$ cat src/rtl/mix_in_unit_buffered.sv
// rtl/mix_in_unit_buffered.sv - MIX input unit: UART bytes to MIX words, FIFO-buffered block stores
module mix_in_unit_buffered #(
    parameter int BYTE_W         = 6,
    parameter int BYTES_PER_WORD = 5,
    parameter int BLOCK_WORDS    = 14,
    parameter int ADDR_W         = 12,
    parameter int FIFO_DEPTH     = 4
) (
    input  logic                             clk,
    input  logic                             reset,
    input  logic                             start,
    input  logic [ADDR_W-1:0]                addr_in,
    output logic                             busy,
    output logic                             stop,
    input  logic [7:0]                       rx_data,
    input  logic                             rx_valid,
    output logic                             store_req,
    output logic [ADDR_W-1:0]                store_addr,
    output logic [BYTES_PER_WORD*BYTE_W-1:0] store_data,
    input  logic                             store_ack,
    output logic                             overrun,
    output logic                             bad_char,
    input  logic                             clear_err
);
    localparam int WORD_W = BYTES_PER_WORD * BYTE_W;
    localparam int PTR_W  = (FIFO_DEPTH > 1) ? $clog2(FIFO_DEPTH) : 1;
    localparam int CNT_W  = PTR_W + 1;
    localparam int BC_W   = $clog2(BYTES_PER_WORD + 1);
    localparam int WC_W   = $clog2(BLOCK_WORDS + 1);
    localparam logic [BC_W-1:0]  LAST_BYTE = BC_W'(BYTES_PER_WORD - 1);
    localparam logic [WC_W-1:0]  LAST_WORD = WC_W'(BLOCK_WORDS - 1);
    localparam logic [CNT_W-1:0] FULL_CNT  = CNT_W'(FIFO_DEPTH);

    logic [7:0]        letter;
    logic [7:0]        code8;
    logic              keep;
    logic              illegal;
    logic [BYTE_W-1:0] byte_code;

    logic [WORD_W-1:0] asm_word;
    logic [WORD_W-1:0] next_word;
    logic [BC_W-1:0]   byte_cnt;
    logic [WC_W-1:0]   word_cnt;
    logic [WORD_W-1:0] fifo_mem [FIFO_DEPTH];
    logic [PTR_W-1:0]  wr_ptr;
    logic [PTR_W-1:0]  rd_ptr;
    logic [CNT_W-1:0]  fifo_cnt;
    logic              pending;
    logic [ADDR_W-1:0] pend_addr;

    logic accept, word_done, fifo_full, fifo_empty, push, pop, done, flush, stop_set;

    // ASCII to MIX code; letters compared with bit 5 cleared so case is ignored
    always_comb begin
        letter  = rx_data & 8'hDF;
        code8   = 8'd0;
        keep    = 1'b1;
        illegal = 1'b0;
        if (rx_data == 8'h0D || rx_data == 8'h0A) begin
            keep = 1'b0;
        end else if (rx_data == 8'h20) begin
            code8 = 8'd0;
        end else if (letter >= 8'h41 && letter <= 8'h49) begin
            code8 = letter - 8'h40;
        end else if (letter >= 8'h4A && letter <= 8'h52) begin
            code8 = letter - 8'h3F;
        end else if (letter >= 8'h53 && letter <= 8'h5A) begin
            code8 = letter - 8'h3D;
        end else if (rx_data >= 8'h30 && rx_data <= 8'h39) begin
            code8 = rx_data - 8'h12;
        end else begin
            case (rx_data)
                8'h2E:   code8 = 8'd40;
                8'h2C:   code8 = 8'd41;
                8'h28:   code8 = 8'd42;
                8'h29:   code8 = 8'd43;
                8'h2B:   code8 = 8'd44;
                8'h2D:   code8 = 8'd45;
                8'h2A:   code8 = 8'd46;
                8'h2F:   code8 = 8'd47;
                8'h3D:   code8 = 8'd48;
                8'h24:   code8 = 8'd49;
                8'h3C:   code8 = 8'd50;
                8'h3E:   code8 = 8'd51;
                8'h40:   code8 = 8'd52;
                8'h3B:   code8 = 8'd53;
                8'h3A:   code8 = 8'd54;
                8'h27:   code8 = 8'd55;
                default: illegal = 1'b1;
            endcase
        end
    end

    assign byte_code  = BYTE_W'(code8[5:0]);
    assign next_word  = (asm_word << BYTE_W) | WORD_W'(byte_code);
    assign accept     = busy & rx_valid & keep;
    assign word_done  = accept && (byte_cnt == LAST_BYTE);
    assign fifo_full  = (fifo_cnt == FULL_CNT);
    assign fifo_empty = (fifo_cnt == '0);
    assign push       = word_done & ~fifo_full;
    assign store_req  = busy & ~fifo_empty;
    assign store_data = fifo_mem[rd_ptr];
    assign pop        = store_req & store_ack;
    assign done       = pop && (word_cnt == LAST_WORD);
    // A fresh block (from idle or right after an unqueued completion) or a plain completion discards buffered data
    assign flush      = (start & ~busy) | (done & ~pending);
    assign stop_set   = (start & ~busy) | (done & (pending | start));

    // Word FIFO storage; contents need no reset because occupancy gates every read
    always_ff @(posedge clk) begin
        if (push) begin
            fifo_mem[wr_ptr] <= next_word;
        end
    end

    // Byte assembler and FIFO pointers
    always_ff @(posedge clk) begin
        if (reset || flush) begin
            asm_word <= '0;
            byte_cnt <= '0;
            wr_ptr   <= '0;
            rd_ptr   <= '0;
            fifo_cnt <= '0;
        end else begin
            if (accept) begin
                asm_word <= next_word;
                byte_cnt <= word_done ? '0 : byte_cnt + BC_W'(1);
            end
            if (push) begin
                wr_ptr <= wr_ptr + PTR_W'(1);
            end
            if (pop) begin
                rd_ptr <= rd_ptr + PTR_W'(1);
            end
            if (push && !pop) begin
                fifo_cnt <= fifo_cnt + CNT_W'(1);
            end else if (!push && pop) begin
                fifo_cnt <= fifo_cnt - CNT_W'(1);
            end
        end
    end

    // Block sequencing: start, queued request, store address and word count
    always_ff @(posedge clk) begin
        if (reset) begin
            busy       <= 1'b0;
            stop       <= 1'b0;
            pending    <= 1'b0;
            pend_addr  <= '0;
            store_addr <= '0;
            word_cnt   <= '0;
        end else begin
            stop <= stop_set & ~stop;
            if (done) begin
                word_cnt <= '0;
                if (pending) begin
                    store_addr <= pend_addr;
                    if (start) begin
                        pend_addr <= addr_in;
                    end else begin
                        pending <= 1'b0;
                    end
                end else if (start) begin
                    store_addr <= addr_in;
                end else begin
                    busy <= 1'b0;
                end
            end else begin
                if (pop) begin
                    store_addr <= store_addr + ADDR_W'(1);
                    word_cnt   <= word_cnt + WC_W'(1);
                end
                if (start) begin
                    if (!busy) begin
                        busy       <= 1'b1;
                        store_addr <= addr_in;
                        word_cnt   <= '0;
                    end else if (!pending) begin
                        pending   <= 1'b1;
                        pend_addr <= addr_in;
                    end
                end
            end
        end
    end

    // Sticky error flags; a new error wins over a same-cycle clear
    always_ff @(posedge clk) begin
        if (reset) begin
            overrun  <= 1'b0;
            bad_char <= 1'b0;
        end else begin
            if (word_done && fifo_full) begin
                overrun <= 1'b1;
            end else if (clear_err) begin
                overrun <= 1'b0;
            end
            if (busy && rx_valid && illegal) begin
                bad_char <= 1'b1;
            end else if (clear_err) begin
                bad_char <= 1'b0;
            end
        end
    end

endmodule

$ cat config.mk
export PLATFORM = sky130hd
export DESIGN_NAME = mix_in_unit_buffered
export DESIGN_NICKNAME = d
export VERILOG_FILES = /design/src/rtl/mix_in_unit_buffered.sv
export SDC_FILE = /design/constraint.sdc
export NUM_CORES = 1
export LEC_CHECK = 0
export ABC_AREA = 1
export BUFFER_PORTS_ARGS = -buffer_cell sky130_fd_sc_hd__buf_2
export CORE_MARGIN = 10
export CORE_UTILIZATION = 60
export DETAILED_ROUTE_END_ITERATION = 10
export PLACE_DENSITY = 0.8
export SLEW_MARGIN = 20
export SYNTH_ARGS = -nofsm -noshare
export SYNTH_HDL_FRONTEND = slang
export SYNTH_SLANG_ARGS = --single-unit
$ cat constraint.sdc
create_clock -name clk -period 7.35 [get_ports clk]
set_input_delay 1.47 -clock clk [delete_from_list [all_inputs] [get_ports clk]]
set_output_delay 1.47 -clock clk [all_outputs]
set_load 0.1 [all_outputs]
==> impl_metrics.csv, run 1 <==
group,metric,value,unit
global_routing,grt_pass1_wl,32300,um
power_and_ir_drop,combPwrFrac,8.9,%
timing,finalCritPeriodShare,61.7,%
placed_design,hpwlAfterDp,12900,um
floorplan,die_area,0.0200,mm^2
clock_tree,cts_made_buffers,17,
placed_design,place_ws,2410,ps
timing,min_period,4540,ps
timing,finClkSkew,8.09,ps
yosys,synth_area_leaders,"edfxtp_1, dfxtp_1, o21ai_0",
cells_and_area,nFillCells,1125,
placed_design,gp_congestion,0.950,
setup_path,crit_buf_inv,4,
timing,worst_slew_pin_slew,866,ps
floorplan,dieWidth,142,um
global_routing,grt_pass1_vias,6505,
setup_path,critPathRequiredTime,7470,ps
timing,rsz0062_at_grt,"no",
timing,fin_ws,2810,ps
route,via_per_inst,5.58,
route,post_drt_wl_per_cell,16.2,um
placed_design,portBuffers,72,
clock_tree,root_buffer,"clkbuf_16",
power_and_ir_drop,ir_worst_vdd,184,uV
floorplan,die_y,142,um
power_and_ir_drop,power_frac_seq,51.1,%
setup_path,path_max_fanout,32,
setup_path,cp_common_cell,"nand2_1",
power_and_ir_drop,p_leak,4.00,nW
yosys,yosysMostFrequentCell,"nor2_1",
global_routing,grt_max_degree,62,
yosys,syn_area_per_cell,9.25,um^2
clock_tree,cts.sinks,189,
yosys,syn-instance-count,958,
timing,setup_viol,0,
timing,final.setup.tns,0,ps
yosys,synth_top_area_cell,"edfxtp_1",
yosys,syn-num-nets,1008,
cells_and_area,finalNetCount,1060,
timing,hold_viol_final,0,
power_and_ir_drop,switching_share,25.6,%
power_and_ir_drop,pwr-share-clk,40.1,%
setup_path,cp_cell_sequence,"buf_2 -> inv_1 -> ha_1 -> nand2_1 -> nand2_1 -> nand2_2 -> nand2_4 -> inv_4 -> nand3_2 -> or2_0 -> nor2_2 -> buf_4",
global_routing,grt_overflow,0,
floorplan,core_region_area,0.0145,mm^2
yosys,synth_cell_types,47,
run_status,outcome,"completed",
floorplan,num_rows,44,
yosys,synth_common_cells,"nor2_1, nand2_1, edfxtp_1",
yosys,synth.top_cell.area_share,40.7,%
timing,fmax,220,MHz
timing,slew_viol_final,0,
clock_tree,clock_latency,440,ps
route,drt_pass1_iterations,5,
route,wl,19600,um
clock_tree,cts_tree,"yes",
setup_path,end_kind,"flip-flop",
floorplan,start_util,61.2,%
cells_and_area,drive_gt1_share,15.3,%
setup_path,critPathMaxStageDelay,730,ps
power_and_ir_drop,cellInternalPower,1.71,mW
route,first_iter_violations,478,
yosys,syn_area,0.00886,mm^2
setup_path,worst-setup-path-type,"input port to flip-flop",
setup_path,cpMaxStageDelayCell,"nor2_2",
cells_and_area,area_growth,11.6,%
power_and_ir_drop,p_sw,588,uW
setup_path,arrival,4650,ps
global_routing,grt_usage,19.8,%
global_routing,antenna_found_initial,0,
timing,max-slew-margin-rel,42.2,%
yosys,synth_edf_count,120,
clock_tree,clk_transition_reported_paths,70,ps
yosys,ys.warnings.count,0,
setup_path,rrSetupSlack,4150,ps
route,vias,6739,
setup_path,cp-start-kind,"input port",
job,maxCapViolations,0,
yosys,yosysSeqAreaShare,56.3,%
clock_tree,cts_resized,0,
clock_tree,cts.htree.levels,4,
setup_path,cp_top_family,"simple AND/OR/NAND/NOR gates",
power_and_ir_drop,p_per_area,233,mW/mm^2
route,ant_nets,0,
clock_tree,clk_path_buf_depth,2,
floorplan,boundaryPins,73,
clock_tree,hold_buffers,0,
route,route.detailed.drc,0,
cells_and_area,n_antenna_cell,0,
yosys,ys_ff_latch,189,
clock_tree,post_cts_buffers,0,
yosys,async_flop_share,0,%
min_path,hp-class,"flip-flop to flip-flop",
yosys,synth-main-ff-cell,"edfxtp_1",
final cells by class:
| class | instances | area (um^2) | share of cell area, % |
|---|---|---|---|
| repair buffers | 79 | 413 | 4.18 |
| multi-input cells | 640 | 3350 | 33.9 |
| clock inverters | 14 | 161 | 1.63 |
| inverters | 83 | 314 | 3.18 |
| flip-flops and latches | 189 | 4990 | 50.4 |
| well taps | 184 | 230 | 2.33 |
| clock buffers | 18 | 429 | 4.34 |
logic make-up after synthesis:
group                    share of synthesized area, %
adder cells (fa/ha/maj)                          3.47
XOR/XNOR                                         1.58
buffers and inverters                            6.07
AO/OA/AOI/OAI                                    13.9
flip-flops                                       56.3
AND/OR/NAND/NOR                                  18.1
multiplexers                                    0.565
final timing paths:
| check | from | endpoint | cells past startpoint |
|---|---|---|---|
| worst max-delay path | rx_data[1] | fifo_mem[1][0] | 12 |
| worst min-delay path | stop | stop | 1 |
| worst min register to register | stop | stop | 1 |
| worst max register to register | busy | fifo_mem[1][0] | 8 |
power by group through the flow:
stage / logic (mW) / registers [mW] / clock network [mW]
floorplan: 0.114 / 1.24 / 0
global placement: 0.199 / 1.20 / 0
detailed placement: 0.202 / 1.20 / 0
CTS: 0.203 / 1.17 / 0.932
global route: 0.225 / 1.18 / 0.973
finish: 0.204 / 1.17 / 0.921
layout by cell type, fill, tap and decap left out, drive strengths merged, types with 4 or more instances in the layout:
master,netlist,final
nand3,47,47
inv,81,86
nor2,158,158
a21oi,48,48
buf,20,79
nand4,5,5
nor3,6,6
ha,23,23
nand2,148,148
dfxtp,69,69
clkbuf,26,18
o22ai,35,35
or2,5,5
mux2i,5,5
clkinv,2,8
o211ai,4,4
edfxtp,120,120
o21ai,128,128
xor2,14,14
state kept, by name, summed over array words and instances, names as in the netlist, 2 cells and up, named ones only:
register / cells
asm_word: 24
byte_cnt: 3
fifo_cnt: 3
fifo_mem: 120
pend_addr: 12
rd_ptr: 2
store_addr: 12
word_cnt: 4
wr_ptr: 2
per-stage QoR:
step | hold slack (ps) | power, mW | cells | area, um^2 | utilization [%]
2_1_floorplan | 437 | 1.35 | 958 | 8860 | -
3_3_place_gp | 413 | 1.39 | 1175 | 9300 | 64.2
3_5_place_dp | 407 | 1.40 | 1175 | 9300 | 64.2
4_1_cts | 427 | 2.31 | 1207 | 9890 | 68.3
5_1_grt | 446 | 2.38 | 1207 | 9890 | 68.3
6_report | 437 | 2.30 | 1207 | 9890 | 68.3
routing by layer:
layer  vias up  share of wire, %  GRT usage [%]
li1       3354                 -              -
met1      3145                44           25.1
met2       214                48           32.7
met3        26               5.5           4.77
met4         0               1.7           6.62
met5         -                 0              0
(Power assumes the default switching activity.)
==> run 2: changes to the inputs <==
--- a/config.mk
+++ b/config.mk
@@ -5,7 +5,7 @@
 export SDC_FILE = /design/constraint.sdc
 export NUM_CORES = 1
 export LEC_CHECK = 0
-export ABC_AREA = 1
+export ABC_AREA = 0
 export BUFFER_PORTS_ARGS = -buffer_cell sky130_fd_sc_hd__buf_2
 export CORE_MARGIN = 10
 export CORE_UTILIZATION = 60
==> constraint.sdc (replaced) <==
create_clock -name clk -period 4.2 [get_ports clk]
set_input_delay 0.84 -clock clk [delete_from_list [all_inputs] [get_ports clk]]
set_output_delay 0.84 -clock clk [all_outputs]
set_load 0.1 [all_outputs]
==> run 2 against run 1 <==
Clock power grew 76%. Largest cell class unchanged. Flip-flop and latch count is the same. Power grew 70%. Critical path type unchanged.
==> impl_metrics.csv, run 2 <==
group,metric,value,unit
run_status,outcome,"completed",
cells_and_area,n_antenna_cell,0,
yosys,async_flop_share,0,%
yosys,synth_area_leaders,"edfxtp_1, dfxtp_1, mux4_2",
global_routing,grt_usage,19.7,%
yosys,synth_mux_area_share,9.56,%
power_and_ir_drop,p_per_area,406,mW/mm^2
setup_path,cp_cell_sequence,"buf_2 -> inv_1 -> ha_1 -> mux2i_1 -> or4b_1 -> and3_1 -> nand3_2 -> a21oi_2 -> ha_1 -> inv_1 -> fa_1 -> xor2_1 -> or3_1 -> a21oi_1",
floorplan,die_y,139,um
global_routing,grt_pass1_vias,5963,
setup_path,rr_worst_depth,5,
timing,min_period,3420,ps
min_path,hp-start,"stop",
timing,final.setup.tns,0,ps
cells_and_area,largest_register,"fifo_mem",
min_path,worstHoldPathCells,1,
floorplan,num_rows,43,
clock_tree,cts_made_buffers,17,
cells_and_area,nFillCells,994,
power_and_ir_drop,ir_worst_vdd,271,uV
yosys,synth_cell_types,78,
clock_tree,root_buffer,"clkbuf_16",
global_routing,grt_pass1_wl,31100,um
cells_and_area,area_growth,13.2,%
cells_and_area,final_cell_area,0.00965,mm^2
setup_path,path_max_fanout,11,
route,first_iter_violations,611,
global_routing,grt_overflow,0,
setup_path,rrSetupSlack,1400,ps
yosys,yosys.area_share.simple,11.7,%
route,wl,19100,um
clock_tree,clk_transition_reported_paths,70,ps
setup_path,worst-setup-path-type,"input port to flip-flop",
clock_tree,clock_latency,440,ps
global_routing,antenna_found_initial,0,
timing,max-slew-margin-rel,27.1,%
route,vias,5782,
route,route.detailed.drc,0,
setup_path,r2r-start,"pending",
timing,slew_viol_final,0,
placed_design,dp.cells,917,
yosys,ys.warnings.count,0,
clock_tree,cts.htree.levels,4,
power_and_ir_drop,p_leak,3.46,nW
power_and_ir_drop,p_sw,961,uW
yosys,synth_edf_count,120,
route,drt_pass1_iterations,6,
yosys,synth-xor-area-share,1.75,%
timing,rsz0062_at_grt,"no",
cells_and_area,drive_gt1_share,21.8,%
yosys,synth-compound-area-share,11.9,%
placed_design,gp_congestion,0.890,
power_and_ir_drop,finalPower,3.92,mW
setup_path,cpMaxStageDelayCell,"fa_1",
placed_design,placed_area,0.00904,mm^2
placed_design,hpwlAfterDp,12500,um
power_and_ir_drop,combPwrFrac,7.7,%
yosys,ys_ff_latch,189,
route,post_drt_wl_per_cell,20.1,um
timing,fin_ws,780,ps
timing,finalCritPeriodShare,81.4,%
power_and_ir_drop,power_frac_seq,51.0,%
clock_tree,hold_buffers,0,
yosys,yosysSeqAreaShare,58.4,%
yosys,synth-main-ff-cell,"edfxtp_1",
cells_and_area,seq_area,0.00499,mm^2
setup_path,cp-start-kind,"input port",
setup_path,critPathMaxStageDelay,380,ps
clock_tree,post_cts_buffers,0,
floorplan,start_util,61.4,%
power_and_ir_drop,switching_share,24.5,%
cells_and_area,final_cell_count_no_fill,949,
power_and_ir_drop,pwr-share-clk,41.3,%
route,via_per_inst,6.09,
min_path,hp-class,"flip-flop to flip-flop",
cells_and_area,multi_input_area,0.00329,mm^2
floorplan,boundaryPins,73,
yosys,syn_area_per_cell,12.4,um^2
setup_path,critPathRequiredTime,4550,ps
floorplan,core_region_area,0.0139,mm^2
clock_tree,cts_resized,0,
yosys,yosysMostFrequentCell,"edfxtp_1",
cells_and_area,finalNetCount,806,
cells_and_area,top_regs,"fifo_mem: 120 flops, asm_word: 24 flops",
yosys,synth.top_cell.area_share,42.2,%
setup_path,r2r_end,"asm_word[16]",
setup_path,arrival,3770,ps
power_and_ir_drop,cellInternalPower,2.96,mW
timing,setup_viol,0,
floorplan,dieWidth,139,um
yosys,synth_fa_ha_area_share,3.61,%
placed_design,portBuffers,72,
setup_path,end_kind,"flip-flop",
cells_and_area,layout_commonest_cell,"edfxtp_1",
timing,finClkSkew,11.2,ps
floorplan,die_area,0.0194,mm^2
yosys,synth_common_cells,"edfxtp_1, nand2_1, dfxtp_1",
global_routing,grt_max_degree,33,
yosys,syn_area,0.00853,mm^2
yosys,syn-instance-count,690,
placed_design,place_ws,361,ps
job,maxCapViolations,0,
timing,hold_viol_final,0,
timing,fmax,292,MHz
clock_tree,cts.sinks,189,
route,ant_nets,0,
min_path,hold_end,"stop",
yosys,syn-num-nets,740,
cells_and_area,fin_util,69.5,%
clock_tree,clk_path_buf_depth,2,
timing,fin_hold_ws,435,ps
clock_tree,cts_tree,"yes",
yosys,synth_top_area_cell,"edfxtp_1",
timing,worst_slew_pin_slew,1090,ps
cells_and_area,final_cell_mix,"edfxtp_1, nand2_1, buf_2",
yosys,synth_top_family_by_area,"compound AO/OA/AOI/OAI gates",
cells_and_area,largest_register_ffs,120,
run 2: cell families after synthesis:
| group | Yosys count |
|---|---|
| AO/OA/AOI/OAI | 150 |
| XOR/XNOR | 17 |
| adder cells (fa/ha/maj) | 24 |
| buffers and inverters | 59 |
| flip-flops | 189 |
| multiplexers | 44 |
| AND/OR/NAND/NOR | 207 |
run 2: how the worst max path moves through the flow:
stage	endpoint	cells after the start	start
after detailed placement	fifo_cnt[2]	14	rx_data[0]
after floorplan	fifo_cnt[2]	14	rx_data[1]
after global routing	fifo_cnt[2]	14	rx_data[0]
after global placement	fifo_cnt[2]	14	rx_data[0]
final	fifo_cnt[2]	14	rx_data[0]
after CTS	fifo_cnt[2]	14	rx_data[0]
run 2: final cells by class:
class / instances / share of cell area [%]
Sequential cell: 189 / 51.7
Multi-Input combinational cell: 442 / 34.1
Timing Repair Buffer: 86 / 4.82
Clock buffer: 17 / 4.41
Tap cell: 180 / 2.33
Clock inverter: 15 / 1.92
Inverter: 20 / 0.778
run 2: worst max-delay path, delay by kind of cell:
| kind | cells | cell delay [ps] |
|---|---|---|
| buffers and inverters | 3 | 390 |
| xor gates and xnor gates | 1 | 180 |
| adders and majority gates | 3 | 950 |
| and+or+nand+nor | 4 | 810 |
| muxes | 1 | 160 |
| AOI/OAI and AO/OA | 2 | 460 |
run 2: power by group through the flow:
| stage | logic [mW] | clock network (mW) | registers [mW] |
|---|---|---|---|
| after floorplan | 0.154 | 0 | 2.11 |
| after global placement | 0.294 | 0 | 2.04 |
| after detailed placement | 0.297 | 0 | 2.04 |
| after CTS | 0.298 | 1.64 | 2.00 |
| after global routing | 0.326 | 1.71 | 2.00 |
| final | 0.301 | 1.62 | 2.00 |
run 2: routing by layer:
layer	track usage, %	up-vias	share of wire, %
met5	0	-	0
met4	7.03	0	1.6
met3	4.87	28	5.1
met2	33.2	179	51
met1	24.1	2864	42
li1	-	2711	-
==> run 3: changes to the inputs <==
==> constraint.sdc (replaced) <==
create_clock -name clk -period 3.37 [get_ports clk]
set_input_delay 0.674 -clock clk [delete_from_list [all_inputs] [get_ports clk]]
set_output_delay 0.674 -clock clk [all_outputs]
set_load 0.1 [all_outputs]
==> run 3 against run 2 <==
Final cell count rose by 0.95%. Final area rose by 0.52%. Hold slack got worse by 7.1 ps. Wire length rose by 1.6%. First-iteration DRC count fell by 27%. Flip-flop and latch count did not move. Critical path depth did not move. Register-to-register slack got worse by 670 ps. Via count rose by 2.2%. Core utilization rose by 0.36 points. Critical endpoint unchanged.
==> impl_metrics.csv, run 3 (same netlist as run 2, synthesis figures left out) <==
group,metric,value,unit
clock_tree,clk_path_buf_depth,2,
route,drt_pass1_iterations,5,
cells_and_area,seq_area,0.00499,mm^2
cells_and_area,n_antenna_cell,0,
cells_and_area,area_growth,13.7,%
route,wl,19400,um
timing,rsz0062_at_grt,"no",
clock_tree,cts.sinks,189,
timing,hold_viol_final,0,
power_and_ir_drop,p_leak,3.50,nW
setup_path,cp-start-kind,"input port",
route,first_iter_violations,446,
floorplan,dieWidth,139,um
timing,setup_viol,0,
cells_and_area,top_regs,"fifo_mem: 120 flops, asm_word: 24 flops",
cells_and_area,nFillCells,952,
clock_tree,hold_buffers,0,
route,post_drt_wl_per_cell,20.3,um
setup_path,path_max_fanout,10,
clock_tree,cts_tree,"yes",
placed_design,placed_area,0.00912,mm^2
placed_design,portBuffers,72,
min_path,hp-class,"flip-flop to flip-flop",
setup_path,rr_worst_depth,7,
clock_tree,clock_latency,430,ps
setup_path,critPathRequiredTime,3730,ps
cells_and_area,largest_register_ffs,120,
run_status,outcome,"completed",
setup_path,rrSetupSlack,730,ps
timing,slew_viol_final,0,
timing,worst_slew_pin_slew,1110,ps
placed_design,gp_congestion,0.860,
route,route.detailed.drc,0,
timing,fmax,346,MHz
clock_tree,cts.htree.levels,4,
power_and_ir_drop,p_per_area,496,mW/mm^2
cells_and_area,largest_register,"fifo_mem",
setup_path,r2r_end,"pend_addr[1]",
global_routing,grt_pass1_vias,6107,
cells_and_area,final_cell_mix,"edfxtp_1, nand2_1, buf_2",
global_routing,grt_pass1_wl,31800,um
setup_path,critPathLaunch,"rx_data[1]",
floorplan,start_util,61.4,%
cells_and_area,drive_gt1_share,22.8,%
global_routing,grt_usage,20.1,%
cells_and_area,multi_input_area,0.00329,mm^2
floorplan,boundaryPins,73,
setup_path,endpoint,"fifo_cnt[2]",
cells_and_area,layout_commonest_cell,"edfxtp_1",
job,maxCapViolations,0,
placed_design,hpwlAfterDp,13000,um
global_routing,grt_max_degree,33,
floorplan,die_area,0.0194,mm^2
floorplan,die_y,139,um
clock_tree,post_cts_buffers,0,
route,vias,5910,
timing,finalCritPeriodShare,85.8,%
clock_tree,root_buffer,"clkbuf_16",
clock_tree,clk_transition_reported_paths,70,ps
route,ant_nets,0,
cells_and_area,finalNetCount,815,
global_routing,grt_overflow,0,
timing,fin_hold_ws,428,ps
setup_path,arrival,3250,ps
route,via_per_inst,6.17,
setup_path,end_kind,"flip-flop",
timing,final.setup.tns,0,ps
floorplan,core_region_area,0.0139,mm^2
timing,min_period,2890,ps
setup_path,worst-setup-path-type,"input port to flip-flop",
clock_tree,cts_resized,0,
power_and_ir_drop,ir_worst_vdd,317,uV
clock_tree,cts_made_buffers,17,
cells_and_area,final_cell_area,0.00970,mm^2
setup_path,r2r-start,"fifo_cnt[2]",
timing,finClkSkew,17.3,ps
global_routing,antenna_found_initial,0,
timing,max-slew-margin-rel,25.4,%
floorplan,num_rows,43,
-- run 3: cell types whose count changed in the layout (fill, tap and decap cells not counted), sizes merged --
| cell | delta |
|---|---|
| inv | +2 |
| clkinvlp | -1 |
| buf | +9 |
| bufinv | -1 |
-- run 3: final cells by class --
cell class,count,share of cell area (%)
clock buffer,17,4.38
clock inverter,15,1.60
inverter,20,0.774
multi-input combinational,442,33.9
sequential,189,51.4
tap,180,2.32
timing repair buffer,95,5.62
-- run 3: worst max-delay path, cell delays in order --
cell and delay (ps):
buf_2 190, inv_1 80, ha_1 190, mux2i_1 160
or4b_1 200, and3_1 210, nand3_2 100, a21oi_2 150
ha_1 210, inv_1 70, fa_1 370, xor2_1 180
or3_1 320, a21oi_1 160
-- run 3: stage by stage --
stage                     worst slack [ps]  util [%]  power (mW)  std cells
after floorplan                        160         -        2.82        690
after global placement                 132      65.7        2.91        926
after detailed placement              21.2      65.7        2.92        926
after CTS                              466      69.9        4.83        958
after global routing                   298      69.9        4.97        958
final                                  480      69.9        4.81        958
-- run 3: worst min-delay path by stage --
stage                       startpoint           end  slack [ps]  depth (start not counted)
after floorplan           pend_addr[0]  pend_addr[0]         440                          2
after global placement            stop          stop         400                          1
after detailed placement          stop          stop         420                          1
after CTS                         stop          stop         430                          1
after global routing              stop          stop         460                          1
final                             stop          stop         430                          1
-- run 3: power breakdown --
group | internal, mW | switching (mW) | total (mW) | leakage [nW]
combinational | 0.108 | 0.272 | 0.380 | 1.54
clock | 1.04 | 0.894 | 1.94 | 0.281
sequential | 2.46 | 0.0286 | 2.49 | 1.67
-- run 3: metal layers --
layer	up-vias	GRT usage [%]	share of wire [%]
li1	2730	-	-
met2	248	33.5	50
met4	0	6.64	2.0
met5	-	0	0
met3	32	4.97	6.4
met1	2900	25.0	41
